**config.mk**
```make
export PLATFORM = sky130hd
export DESIGN_NAME = mem_access_unit
export DESIGN_NICKNAME = d
export VERILOG_FILES = /design/src/rtl/lc3_pkg.sv /design/src/rtl/byte_lane_mux.sv /design/src/rtl/mem_access_unit.sv
export SDC_FILE = /design/constraint.sdc
export NUM_CORES = 1
export LEC_CHECK = 0
export CAP_MARGIN = 20
export CORE_ASPECT_RATIO = 1.5
export CORE_MARGIN = 4
export CORE_UTILIZATION = 35
export CTS_BUF_LIST = sky130_fd_sc_hd__clkbuf_16
export DETAILED_ROUTE_END_ITERATION = 6
export PLACE_DENSITY = 0.83
export SLEW_MARGIN = 20
export SYNTH_ARGS = -nofsm -noshare
export SYNTH_HDL_FRONTEND = slang
export SYNTH_SLANG_ARGS = --single-unit
```
**constraint.sdc**
```tcl
create_clock -name clk -period 1.6 [get_ports clk]
set_input_delay 0.24 -clock clk [delete_from_list [all_inputs] [get_ports clk]]
set_output_delay 0.24 -clock clk [all_outputs]
set_load 0.01 [all_outputs]
```
**src/rtl/lc3_pkg.sv**
```systemverilog
// Shared encodings for the memory access unit: FSM states, fault codes,
// access-size constants and the alignment rule.
package lc3_pkg;

  typedef enum logic [1:0] {
    ST_IDLE   = 2'd0,
    ST_ACCESS = 2'd1,
    ST_DONE   = 2'd2
  } state_t;

  localparam logic [1:0] FAULT_NONE      = 2'b00;
  localparam logic [1:0] FAULT_UNALIGNED = 2'b01;
  localparam logic [1:0] FAULT_TIMEOUT   = 2'b10;

  localparam logic SIZE_BYTE = 1'b0;
  localparam logic SIZE_WORD = 1'b1;

  // A word access to an odd address cannot be issued to memory.
  function automatic logic is_unaligned(input logic size, input logic addr0);
    return (size == SIZE_WORD) && addr0;
  endfunction

endpackage

```
**src/rtl/byte_lane_mux.sv**
```systemverilog
// Combinational byte-lane steering: selects and sign-extends the read byte
// for the bus, replicates the store byte onto both lanes and picks the
// byte write enables.
module byte_lane_mux
  import lc3_pkg::*;
(
  input  logic [15:0] mdr_i,
  input  logic        addr0_i,
  input  logic        size_i,
  output logic [15:0] rd_o,
  output logic [15:0] wdata_o,
  output logic [1:0]  we_lanes_o
);

  // Word accesses pass straight through; byte accesses use the lane picked by addr0.
  always_comb begin
    rd_o       = mdr_i;
    wdata_o    = mdr_i;
    we_lanes_o = 2'b11;
    if (size_i == SIZE_BYTE) begin
      wdata_o = {mdr_i[7:0], mdr_i[7:0]};
      if (addr0_i) begin
        rd_o       = {{8{mdr_i[15]}}, mdr_i[15:8]};
        we_lanes_o = 2'b10;
      end else begin
        rd_o       = {{8{mdr_i[7]}}, mdr_i[7:0]};
        we_lanes_o = 2'b01;
      end
    end
  end

endmodule

```
**src/rtl/mem_access_unit.sv**
```systemverilog
// MAR/MDR memory access unit: issues one byte or word access per start,
// waits for mem_r with a bounded timeout and reports completion with a
// one-cycle done pulse plus a sticky fault code.
module mem_access_unit
  import lc3_pkg::*;
#(
  parameter int TIMEOUT = 15
) (
  input  logic        clk,
  input  logic        reset,
  input  logic        ld_mar,
  input  logic [15:0] mar_in,
  input  logic        ld_mdr,
  input  logic [15:0] mdr_in,
  input  logic        start,
  input  logic        we,
  input  logic        size,
  output logic        mem_en,
  output logic [1:0]  mem_we,
  output logic [15:0] mem_addr,
  output logic [15:0] mem_wdata,
  input  logic [15:0] mem_rdata,
  input  logic        mem_r,
  output logic [15:0] mar,
  output logic [15:0] mdr_bus,
  output logic        busy,
  output logic        done,
  output logic [1:0]  fault
);

  localparam int CNT_W = (TIMEOUT < 1) ? 1 : $clog2(TIMEOUT + 1);
  localparam logic [CNT_W-1:0] TIMEOUT_CNT = CNT_W'(TIMEOUT);

  state_t           state_q, state_d;
  logic [15:0]      mar_q, mar_d;
  logic [15:0]      mdr_q, mdr_d;
  logic             we_q, we_d;
  logic             size_q, size_d;
  logic [CNT_W-1:0] wait_q, wait_d;
  logic [1:0]       fault_q, fault_d;
  logic             addr0_eff;
  logic [1:0]       lanes;

  // A start that loads MAR in the same cycle is checked against the incoming address.
  assign addr0_eff = ld_mar ? mar_in[0] : mar_q[0];

  byte_lane_mux u_lanes (
    .mdr_i      (mdr_q),
    .addr0_i    (mar_q[0]),
    .size_i     (size_q),
    .rd_o       (mdr_bus),
    .wdata_o    (mem_wdata),
    .we_lanes_o (lanes)
  );

  // Next-state and request logic; register loads are only honoured outside ACCESS.
  always_comb begin
    state_d = state_q;
    mar_d   = mar_q;
    mdr_d   = mdr_q;
    we_d    = we_q;
    size_d  = size_q;
    wait_d  = wait_q;
    fault_d = fault_q;
    mem_en  = 1'b0;
    unique case (state_q)
      ST_IDLE: begin
        if (ld_mar) mar_d = mar_in;
        if (ld_mdr) mdr_d = mdr_in;
        if (start) begin
          we_d   = we;
          size_d = size;
          if (is_unaligned(size, addr0_eff)) begin
            state_d = ST_DONE;
            fault_d = FAULT_UNALIGNED;
          end else begin
            state_d = ST_ACCESS;
            wait_d  = '0;
            fault_d = FAULT_NONE;
          end
        end
      end
      ST_ACCESS: begin
        if (wait_q == TIMEOUT_CNT) begin
          // Request withdrawn on the final cycle; a late mem_r is not accepted.
          state_d = ST_DONE;
          fault_d = FAULT_TIMEOUT;
        end else begin
          mem_en = 1'b1;
          if (mem_r) begin
            state_d = ST_DONE;
            if (!we_q) mdr_d = mem_rdata;
          end else begin
            wait_d = wait_q + CNT_W'(1);
          end
        end
      end
      ST_DONE: begin
        if (ld_mar) mar_d = mar_in;
        if (ld_mdr) mdr_d = mdr_in;
        state_d = ST_IDLE;
      end
      default: state_d = ST_IDLE;
    endcase
  end

  // State and datapath registers with synchronous reset.
  always_ff @(posedge clk) begin
    if (reset) begin
      state_q <= ST_IDLE;
      mar_q   <= '0;
      mdr_q   <= '0;
      we_q    <= 1'b0;
      size_q  <= SIZE_WORD;
      wait_q  <= '0;
      fault_q <= FAULT_NONE;
    end else begin
      state_q <= state_d;
      mar_q   <= mar_d;
      mdr_q   <= mdr_d;
      we_q    <= we_d;
      size_q  <= size_d;
      wait_q  <= wait_d;
      fault_q <= fault_d;
    end
  end

  assign mem_we   = (mem_en && we_q) ? lanes : 2'b00;
  assign mem_addr = mar_q;
  assign mar      = mar_q;
  assign busy     = (state_q == ST_ACCESS);
  assign done     = (state_q == ST_DONE);
  assign fault    = fault_q;

endmodule

```
==> results.txt, run 1 <==
Pwr dens: 870 nW/um^2
Maxcap violations: 0
P_leak: 1.59 nW
Yosys cell types: 33
Setup CP Type: reg2reg
Relative slew slack: 0.768
Worst setup margin: -0.0123 ns
Final instance area: 3880 sq um
Starting Density: 0.363
Port Buffers: 126
Area leader, netlist: dfxtp_1
Final Skew: 0.00709 ns
Finished Layout Cells: 482
CP Data Required Time: 1.81 ns
Filler cells: 518
Ys Warns: 0
Most area-consuming cells after synthesis: dfxtp_1 (38%), nand2_1 (10%), buf_4 (9.0%)
DP Area: 3590 sq um
Max-slew violations: 0
Synthesized instance count: 282
Die area: 7780 sq um
Detailed Place HPWL: 5240 um
DR iter-0 viols: 70
Worst-path maximum fanout: 8
Synth Area per Inst: 7.95 sq um
CP startpoint kind: register
First-pass DRT Iterations: 4
Area grow syn2layout: 73.1%
Placed cells: 469
Clk Latency, worst-skew pair: 0.28 ns
Final Hold Viols: 0
Synthesized area: 2240 sq um
Antenna violations before repair: 0
Horiz. Die Dim: 73.4 um
Longest Clk Path Bufs: 2
Worst VDD drop: 0.603 mV
Comb pwr share: 0.306
Final wirelength: 7070 um
#FFs+latches synth: 42
# setup viols final: 2
Top-area cell type share of the netlist area: 0.375
RSZ-0062 raised after global routing: true
Status: complete, but fails checks
Synthesized Nets: 339
GRT Util Overall: 0.179
Routed Antenna Nets: 0
Core Rows: 35
Hold crit path type: in2reg
Clock slew at reported path FFs: 0.06 ns
Largest net degree at the start of global routing: 24
CP Data Arrival Time: 1.82 ns
Routability cong.: 0.807
P_int: 0.00241 W
Vias in the first global route: 2405
Least-Margin Pin Slew: 0.348 ns
Per-cell routed wire length: 14.7 um
Via/cell ratio: 4.96
CTS sink count: 42
CORE AREA: 6170 sq um
Failing checks: setup timing
CTS Hold Bufs: 0
Grt total ovfl: 0
CTS tree: built
F_max: 0.620 GHz
CTS Buf Count: 5
Hold WS: 0.459 ns
Clk pwr share: 0.336
Share of layout cells above drive strength 1: 0.289
Diodes inserted: 0
Switch Pwr: 0.000967 W
Vias: 2393
Crit end category: register
Period minus WS final: 1.61 ns
Num ports: 127
Sequential share of power: 0.357
Switching share of power: 0.286
H-tree lvl count: 2
Vert. Die Dim: 106 um
Clk root buf: clkbuf_16
# nets final: 464
First-pass GRT wire length: 10900 um
Seq/Total Area, Yosys: 0.375
Final worst path period share: 1.01
Number of remaining DRC errors: 0
[power groups by stage]
stage	clock, W	combinational, W	sequential [W]
3_3_place_gp	0	0.00101	0.00121
6_report	0.00114	0.00103	0.00121
4_1_cts	0.00116	0.00109	0.00120
3_5_place_dp	0	0.00103	0.00121
2_1_floorplan	0	0.000490	0.00121
5_1_grt	0.00120	0.00112	0.00122
[routing by layer]
metal | part of all wire | wire, um | track usage | vias to the layer above
li1 | - | - | - | 1173
met1 | 0.36 | 2520 | 0.175 | 1105
met2 | 0.54 | 3810 | 0.335 | 106
met3 | 0.094 | 665 | 0.0605 | 9
met4 | 0.012 | 84 | 0.0622 | 0
met5 | 0 | 0 | 0 | -
[path summary, 6_finish.rpt]
path	startpoint	to	slack, ns	depth (start not counted)
worst min register to register	mar[15]	mar[15]	0.47	2
worst min-delay path	reset	mdr_q[8]	0.46	3
worst max register to register	wait_q[1]	mdr_q[15]	-0.01	7
worst max-delay path	wait_q[1]	mdr_q[15]	-0.01	7
[flip-flops by register name (all words and copies together) (netlist names)]
signal	count
fault	2
mar	16
mdr_q	16
size_q	1
state_q	2
wait_q	4
we_q	1
[cells by family after synthesis]
kind of cell               share of synthesized area
and+or+nand+nor                                0.203
AOI/OAI and AO/OA                              0.198
buffers and inverters                          0.137
DFF                                            0.375
muxes                                         0.0809
adders and majority gates                    0.00558
[worst max-delay path, stage by stage (launching register included)]
cell and delay (ns):
dfxtp_2 0.33, ha_4 0.15, and3_4 0.19, buf_6 0.12
o32ai_4 0.32, buf_6 0.23, nor2_1 0.07, a211oi_2 0.12
[synth_stat cells]
master / n
nor4b_1: 1
or3b_2: 1
nor4_1: 2
o32ai_1: 1
nand2b_1: 3
or2_2: 1
o32ai_2: 1
clkbuf_1: 14
nand3_1: 4
buf_4: 27
a31oi_1: 2
ha_1: 1
a32o_1: 1
nand4_1: 1
inv_1: 10
a211oi_2: 14
a22o_1: 1
a21bo_2: 1
and3_1: 1
a21o_1: 1
nand3b_1: 1
dfxtp_1: 42
o21ai_0: 16
nor2b_1: 3
mux2i_1: 17
mux2_2: 1
a21oi_1: 20
a211oi_1: 2
nor2_1: 25
nand2_1: 61
buf_2: 3
or3b_1: 1
nor3_1: 2
[cell usage in the layout (no fill, tap or decap), types with 2 or more instances in the layout]
master | netlist | routed
nor4_2 | 0 | 2
nor2_2 | 0 | 5
buf_12 | 0 | 2
nor3_2 | 0 | 2
mux2i_1 | 17 | 17
nor2_1 | 25 | 9
clkbuf_16 | 0 | 5
buf_2 | 3 | 14
clkbuf_2 | 0 | 7
dfxtp_2 | 0 | 3
inv_1 | 10 | 11
buf_4 | 27 | 31
clkdlybuf4s50_1 | 0 | 96
dlygate4sd2_1 | 0 | 7
nor2b_1 | 3 | 2
o21ai_0 | 16 | 16
a211oi_2 | 14 | 16
a21oi_1 | 20 | 19
buf_6 | 0 | 3
nand3_1 | 4 | 4
nor2_4 | 0 | 11
nand2_2 | 0 | 2
nand2b_1 | 3 | 2
nand2_1 | 61 | 59
dfxtp_1 | 42 | 38
a31oi_1 | 2 | 2
[layout make-up]
cell class | count | area [sq um] | share of cell area
Timing Repair Buffer | 162 | 1460 | 0.376
Multi-Input combinational cell | 186 | 1280 | 0.329
Sequential cell | 42 | 848 | 0.219
Clock buffer | 5 | 125 | 0.0322
Tap cell | 74 | 92.6 | 0.0239
Clock inverter | 3 | 41.3 | 0.0106
Inverter | 10 | 37.5 | 0.00967
[metrics by stage]
stage,setup TNS [ns],util,power (W),setup WS (ns)
4_1_cts,-0.105,0.645,0.00345,-0.0342
3_3_place_gp,-3.99,0.581,0.00221,-0.248
2_1_floorplan,-0.0460,-,0.00170,-0.0115
5_1_grt,-1.01,0.629,0.00354,-0.0899
6_report,-0.0130,0.629,0.00338,-0.0123
3_5_place_dp,-5.13,0.581,0.00224,-0.269
[repair_timing]
| item | in CTS | in global routing |
|---|---|---|
| pin swaps | 21 | 2 |
| gates resized for setup | 106 | 44 |
| buffers inserted | 6 | 0 |
| cloned | 2 | 0 |
| setup endpoints to repair | 47 | 45 |
Power figures use the tool's default switching activity.
==> run 2: changes to the inputs <==
- TNS_END_PERCENT: unset -> 20
==> run 2 against run 1 <==
  * Critical path depth is 3 lower
  * The flow still finishes with violations (setup timing)
  * Utilization is 1.7 points lower
  * Largest power group unchanged
  * Highest routed layer unchanged
  * Worst setup slack better by 0.0088 ns
==> results.txt, run 2 (same netlist as run 1, synthesis figures left out) <==
Status: complete, but fails checks (unchanged)
Failing checks: setup timing (unchanged)
P_leak: 1.55 nW (was 1.59 nW)
FF/Latch Area: 848 sq um (unchanged)
Crit end category: output pin (was register)
Diodes inserted: 0 (unchanged)
Worst setup margin: -0.00353 ns (was -0.0123 ns)
Final Skew: 0.00681 ns (was 0.00709 ns)
Maxcap violations: 0 (unchanged)
# nets final: 461 (was 464)
Least-Margin Pin Slew: 0.297 ns (was 0.348 ns)
Worst-path maximum fanout: 8 (unchanged)
Filler cells: 534 (was 518)
Worst R2R Setup Slack: 0.02 ns (was -0.01 ns)
WHS Path Cells: 3 (unchanged)
Port Buffers: 126 (unchanged)
Clk Latency, worst-skew pair: 0.28 ns (about the same)
Core Rows: 35 (unchanged)
Worst VDD drop: 0.611 mV (was 0.603 mV)
CORE AREA: 6170 sq um (unchanged)
Vias: 2320 (was 2393)
Met2 routed WL: 3600 um (was 3810 um)
Starting Density: 0.363 (unchanged)
Antenna violations before repair: 0 (unchanged)
Detailed Place HPWL: 5240 um (unchanged)
Final worst path period share: 1.00 (was 1.01)
Hold crit path type: in2reg (unchanged)
Pwr dens: 876 nW/um^2 (was 870 nW/um^2)
Max-slew violations: 0 (unchanged)
Post-Route M1 WL: 2430 um (was 2520 um)
First-pass GRT wire length: 10200 um (was 10900 um)
Num ports: 127 (unchanged)
CTS Buf Count: 5 (unchanged)
Per-cell routed wire length: 14.1 um (was 14.7 um)
Most frequent cells in the layout: clkdlybuf4s50_1 (96), nand2_1 (60), dfxtp_1 (38) (was clkdlybuf4s50_1 (96), nand2_1 (59), dfxtp_1 (38))
Largest net degree at the start of global routing: 33 (was 24)
Routability cong.: 0.807 (unchanged)
Final wirelength: 6750 um (was 7070 um)
CP Data Required Time: 1.36 ns (was 1.81 ns)
Period minus WS final: 1.60 ns (was 1.61 ns)
Routed Antenna Nets: 0 (unchanged)
GRT Util Overall: 0.167 (was 0.179)
First-pass DRT Iterations: 4 (unchanged)
Worst R2R Path Depth: 7 (unchanged)
Met3 WL: 647 um (was 665 um)
F_max: 0.624 GHz (was 0.620 GHz)
Hold WS: 0.443 ns (was 0.459 ns)
Vert. Die Dim: 106 um (unchanged)
Hold path endpoint: mdr_q[8] (unchanged)
Horiz. Die Dim: 73.4 um (unchanged)
Grt total ovfl: 0 (unchanged)
RSZ-0062 raised after global routing: true (unchanged)
Top routing layer used: met4 (unchanged)
Setup WS pre-CTS: -0.269 ns (unchanged)
H-tree lvl count: 2 (unchanged)
Worst r2r src: wait_q[0] (was wait_q[1])
Reg2reg end: mdr_q[7] (was mdr_q[15])
Share of layout cells above drive strength 1: 0.227 (was 0.289)
Most common cell after layout, fill and taps aside: clkdlybuf4s50_1 (unchanged)
Number of remaining DRC errors: 0 (unchanged)
DR iter-0 viols: 51 (was 70)
CP startpoint kind: register (unchanged)
Core Util, Final: 0.611 (was 0.629)
# setup viols final: 1 (was 2)
Relative slew slack: 0.802 (was 0.768)
Die area: 7780 sq um (unchanged)
Clk root buf: clkbuf_16 (unchanged)
CTS tree: built (unchanged)
CP Data Arrival Time: 1.36 ns (was 1.82 ns)
Setup CP Type: reg2out (was reg2reg)
Final Hold Viols: 0 (unchanged)
CTS sink count: 42 (unchanged)
Footprint of the multi-input gates: 1170 sq um (was 1280 sq um)
Clock slew at reported path FFs: 0.06 ns (about the same)
Area grow syn2layout: 68.3% (was 73.1%)
Via/cell ratio: 4.84 (was 4.96)
Vias in the first global route: 2297 (was 2405)
CTS Hold Bufs: 0 (unchanged)
Longest Clk Path Bufs: 2 (unchanged)
Total power draw: 0.00331 W (was 0.00338 W)
Hold Startpoint: reset (unchanged)
-- run 2: changes by cell type in the layout (fill, tap and decap cells not counted), moves of 3 or more --
cell / previous run / this run
nor2_4: 11 / 1
clkbuf_2: 7 / 3
clkdlybuf4s15_1: 0 / 3
nor2_2: 5 / 1
nor2_1: 9 / 23
clkdlybuf4s15_2: 1 / 4
-- run 2: area by class of cell --
cell class                 instances  area share
timing repair buffer             159       0.387
clock inverter                     3      0.0109
tap                               74      0.0245
inverter                          10     0.00995
clock buffer                       5      0.0332
multi-input combinational        186       0.309
sequential                        42       0.225
-- run 2: routing by layer --
| layer | track usage | vias up |
|---|---|---|
| li1 | - | 1166 |
| met1 | 0.158 | 1059 |
| met2 | 0.310 | 89 |
| met3 | 0.0653 | 6 |
| met4 | 0.0635 | 0 |
| met5 | 0 | - |
-- run 2: report_power, final --
part	switching, W	internal [W]	leakage, nW	total [W]
sequential	0.0000642	0.00113	0.347	0.00119
clock	0.000410	0.000730	0.0812	0.00114
combinational	0.000444	0.000530	1.12	0.000974
-- run 2: repair_timing --
action,4_1_cts,5_1_grt
pin swaps,6,6
endpoints found under the hold margin,0,0
cloned,0,0
endpoints found under the setup margin,47,41
resized for setup,78,25
setup buffers,1,1
-- run 2: worst max path at each step --
stage | startpoint | to | cells after the start
after floorplan | wait_q[0] | mdr_q[11] | 6
after global placement | start | wait_q[0] | 5
after detailed placement | start | wait_q[0] | 5
after CTS | wait_q[0] | mdr_q[4] | 7
after global routing | wait_q[0] | mdr_q[14] | 7
final | mar[0] | mdr_bus[8] | 4
-- run 2: worst max-delay path: stages, from the launching register on --
cell	delay (ns)
dfxtp_4	0.36
mux2i_1	0.12
or2_4	0.28
nand2_1	0.10
clkdlybuf4s15_2	0.23
-- run 2: through the flow --
step,cell area (sq um),TNS (ns),cells
final,3770,-0.00353,479
after global routing,3770,-0.654,479
after CTS,3780,-0.605,478
after detailed placement,3590,-5.13,469
after global placement,3590,-3.99,469
after floorplan,2240,-0.0460,282
==> RTL change: new RTL, flow settings as in run 1 <==
Register the input `mdr_in` before use. The logic sees it one clock later. The other inputs are not delayed to match.
--- a/src/rtl/mem_access_unit.sv
+++ b/src/rtl/mem_access_unit.sv
@@ -32,2 +32,8 @@
   localparam logic [CNT_W-1:0] TIMEOUT_CNT = CNT_W'(TIMEOUT);
+
+  logic [15:0] mdr_r;
+
+  always_ff @(posedge clk) begin
+    mdr_r <= mdr_in;
+  end
 
@@ -68,3 +74,3 @@
         if (ld_mar) mar_d = mar_in;
-        if (ld_mdr) mdr_d = mdr_in;
+        if (ld_mdr) mdr_d = mdr_r;
         if (start) begin
@@ -99,3 +105,3 @@
         if (ld_mar) mar_d = mar_in;
-        if (ld_mdr) mdr_d = mdr_in;
+        if (ld_mdr) mdr_d = mdr_r;
         state_d = ST_IDLE;
Check against the original RTL: not equivalent (Yosys sat finds a counterexample within 4 cycles, from zero or initial values and one cycle with reset high).
==> RTL change against run 1 <==
  * The run still ends with setup timing left
  * Total power increased by 40%
  * Clock skew decreased by 0.0024 ns
  * Sequential cell count increased by 16
  * Synthesized cell count increased by 8.2%
  * Sequential share of layout area increased by 4.2 points
  * Non-clock buffer count increased by 8
  * Cell area increased by 16%
  * Clock power increased by 46%
  * Count of clock-buffer cells in the layout increased by 4
  * Worst setup slack got worse by 0.10 ns
  * Highest routed layer unchanged
  * Routed wire length increased by 19%
  * Area after synthesis increased by 18%
==> RTL change: results (changes against run 1) <==
Power:
- The static leakage power is 1.86 nW (+17%).
- The maximum resistive drop on vdd is 628 uV (+4.2%).

Route:
- The total wirelength of the detailed-routed design was 8440 um (+19%).
- The final routed wire length divided by cell count is 15.5 um (+5.3%).
- The number of DRC violations after detailed-routing iteration 0 came to 104 (+49%).
- The overall via count from detail_route is 2,617 (+9.4%).
- The number of remaining DRC errors was 0 (unchanged).
- The count of TritonRoute iterations in the first routing pass is 4 (unchanged).

Placed design:
- The port buffer count came to 126 (unchanged).
- The cell area after placement is 0.00401 mm^2 (+12%).
- The routability congestion estimate from global placement came to 0.791 (-2.0%).
- The count of placed standard cells including taps is 520 (+11%).
- The worst slack at placement is -0.250 ns (+0.0192 ns).
- The placed wire-length estimate after detailed placement was 6030 um (+15%).

CTS:
- The clock latency reported for the late side of the worst-skew pair came to 0.32 ns (+0.04 ns).
- The CTS H-tree depth is 3 (+1).
- The tree is rooted in a clkbuf_16.
- The clock transition time at the flip-flop clock pins of the worst setup and hold paths is 0.05 ns.
- The number of buffers created by CTS is 9 (+4).

Layout:
- The net total in the final layout is 498 (+7.3%).
- The antenna cell count is 0 (unchanged).
- The number of fillers in the final layout is 599 (+16%).
- The share of cells above drive strength 1 is 0.303 (+0.0135).

Yosys:
- By area the synthesized netlist is led by dfxtp_1 44%, nand2_1 9.1%, buf_4 8.0%.
- The warning count from the yosys run is 0 (unchanged).
- In the synthesized netlist the dominant register cell turns out to be dfxtp_1.
- The number of distinct standard cells referenced by the synthesized netlist came to 36 (+9.1%).
- The share of synthesized area occupied by flip-flops and latches is 0.440 (+0.0648).
- Ranked by instance count, the synthesized netlist is headed by 64 x nand2_1, 58 x dfxtp_1, 28 x buf_4.
- The net count of the mapped netlist is 362 (+6.8%).
- The proportion of synthesized flip-flops having asynchronous set or reset came to 0 (unchanged).
- The synthesized area per cell is 8.66 um^2 (+8.9%).

Worst setup path:
- The biggest fanout along the worst timing path is 8 (unchanged).
- The worst reg-to-reg setup slack came to -0.12 ns (-0.10 ns).
- The arrival time reported for the critical path endpoint is 1.96 ns (+0.14 ns).
- The length in cells of the worst reg-to-reg path is 8 (+1).
- The critical path endpoint is mdr_q[6].
- The worst reg2reg path startpoint is wait_q[1].

Global routing:
- The largest net degree at the start of global routing is 23 (-4.2%).
- The total global-route track usage was 0.188 (+0.00922).
- The via count of the first global-routing pass is 2,826 (+18%).
- The number of antenna violations at the first check in global routing is 0 (unchanged).
- The first-pass GRT wire length is 13,200 um (+21%).

Status:
- The run finished, with violations left.
- The checks that failed: setup timing.

Worst hold path:
- The beginning of the worst hold path is mdr_in[13].
- The tightest min-delay check is of the in -> reg type.

Timing:
- The final setup slack of the worst path is -0.115 ns (-0.103 ns).
- The final worst clock skew is 0.00465 ns (-0.00244 ns).
- The number of endpoints failing setup at the final stage came to 19 (+17).
- The headroom to the max-slew limit is 0.593 (-0.174).
## RTL change: how the worst min path moves through the flow
stage           endpoint  slack [ns]  depth (start not counted)
3_5_place_dp     mar[11]        0.46                          2
3_3_place_gp     mar[11]        0.45                          2
6_report       mdr_r[13]        0.36                          1
2_1_floorplan   mdr_r[0]        0.27                          0
4_1_cts        mdr_r[10]        0.35                          1
5_1_grt        mdr_r[10]        0.35                          1
## RTL change: cells by family (layout without fill, tap and decap cells)
group / after synthesis / after routing / synth area share
xor gates and xnor gates: 1 / 1 / 0.00332
adders and majority gates: 1 / 1 / 0.00474
and+or+nand+nor: 109 / 109 / 0.179
buffers and inverters: 55 / 196 / 0.125
DFF: 58 / 58 / 0.440
muxes: 18 / 18 / 0.0687
AOI/OAI and AO/OA: 63 / 63 / 0.179
## RTL change: metal layers
| layer | share of wire | up-vias | wire, um | global-route usage |
|---|---|---|---|---|
| met4 | 0.042 | 0 | 356 | 0.131 |
| met1 | 0.36 | 1200 | 3080 | 0.187 |
| met5 | 0 | - | 0 | 0 |
| met3 | 0.071 | 25 | 599 | 0.0441 |
| met2 | 0.52 | 124 | 4400 | 0.339 |
| li1 | - | 1268 | - | - |
## RTL change: critical path, stage by stage (launching register included)
cell      delay [ns]
dfxtp_2         0.33
ha_4            0.15
and3_4          0.19
buf_6           0.12
o32ai_4         0.31
buf_6           0.18
buf_16          0.14
nor2_4          0.04
a211oi_2        0.17
## RTL change: timing repair
item                                    4_1_cts  5_1_grt
hold buffers                                  0        0
resized for setup                           133       46
endpoints found under the setup margin       47       40
gates cloned                                  3        1
setup buffers                                 7        0
pin swaps                                    19        8
## RTL change: final cells by class
type	count	area [um^2]	share of cell area
clock inverter	7	37.5	0.00836
sequential	58	1170	0.260
tap	100	125	0.0279
inverter	10	37.5	0.00836
timing repair buffer	170	1620	0.360
clock buffer	9	225	0.0502
multi-input combinational	192	1280	0.285
## RTL change: stage by stage
step	hold slack, ns	TNS [ns]	util
finish	0.359	-1.36	0.617
global route	0.347	-2.37	0.617
CTS	0.350	-2.09	0.615
detailed placement	0.462	-4.45	0.551
global placement	0.455	-2.88	0.551
floorplan	0.268	0	-
## RTL change: power breakdown
part	switching [W]	internal, W	leakage [nW]	total [W]
combinational	0.000643	0.000758	1.24	0.00140
clock	0.000632	0.00102	0.130	0.00166
sequential	0.000106	0.00157	0.483	0.00168
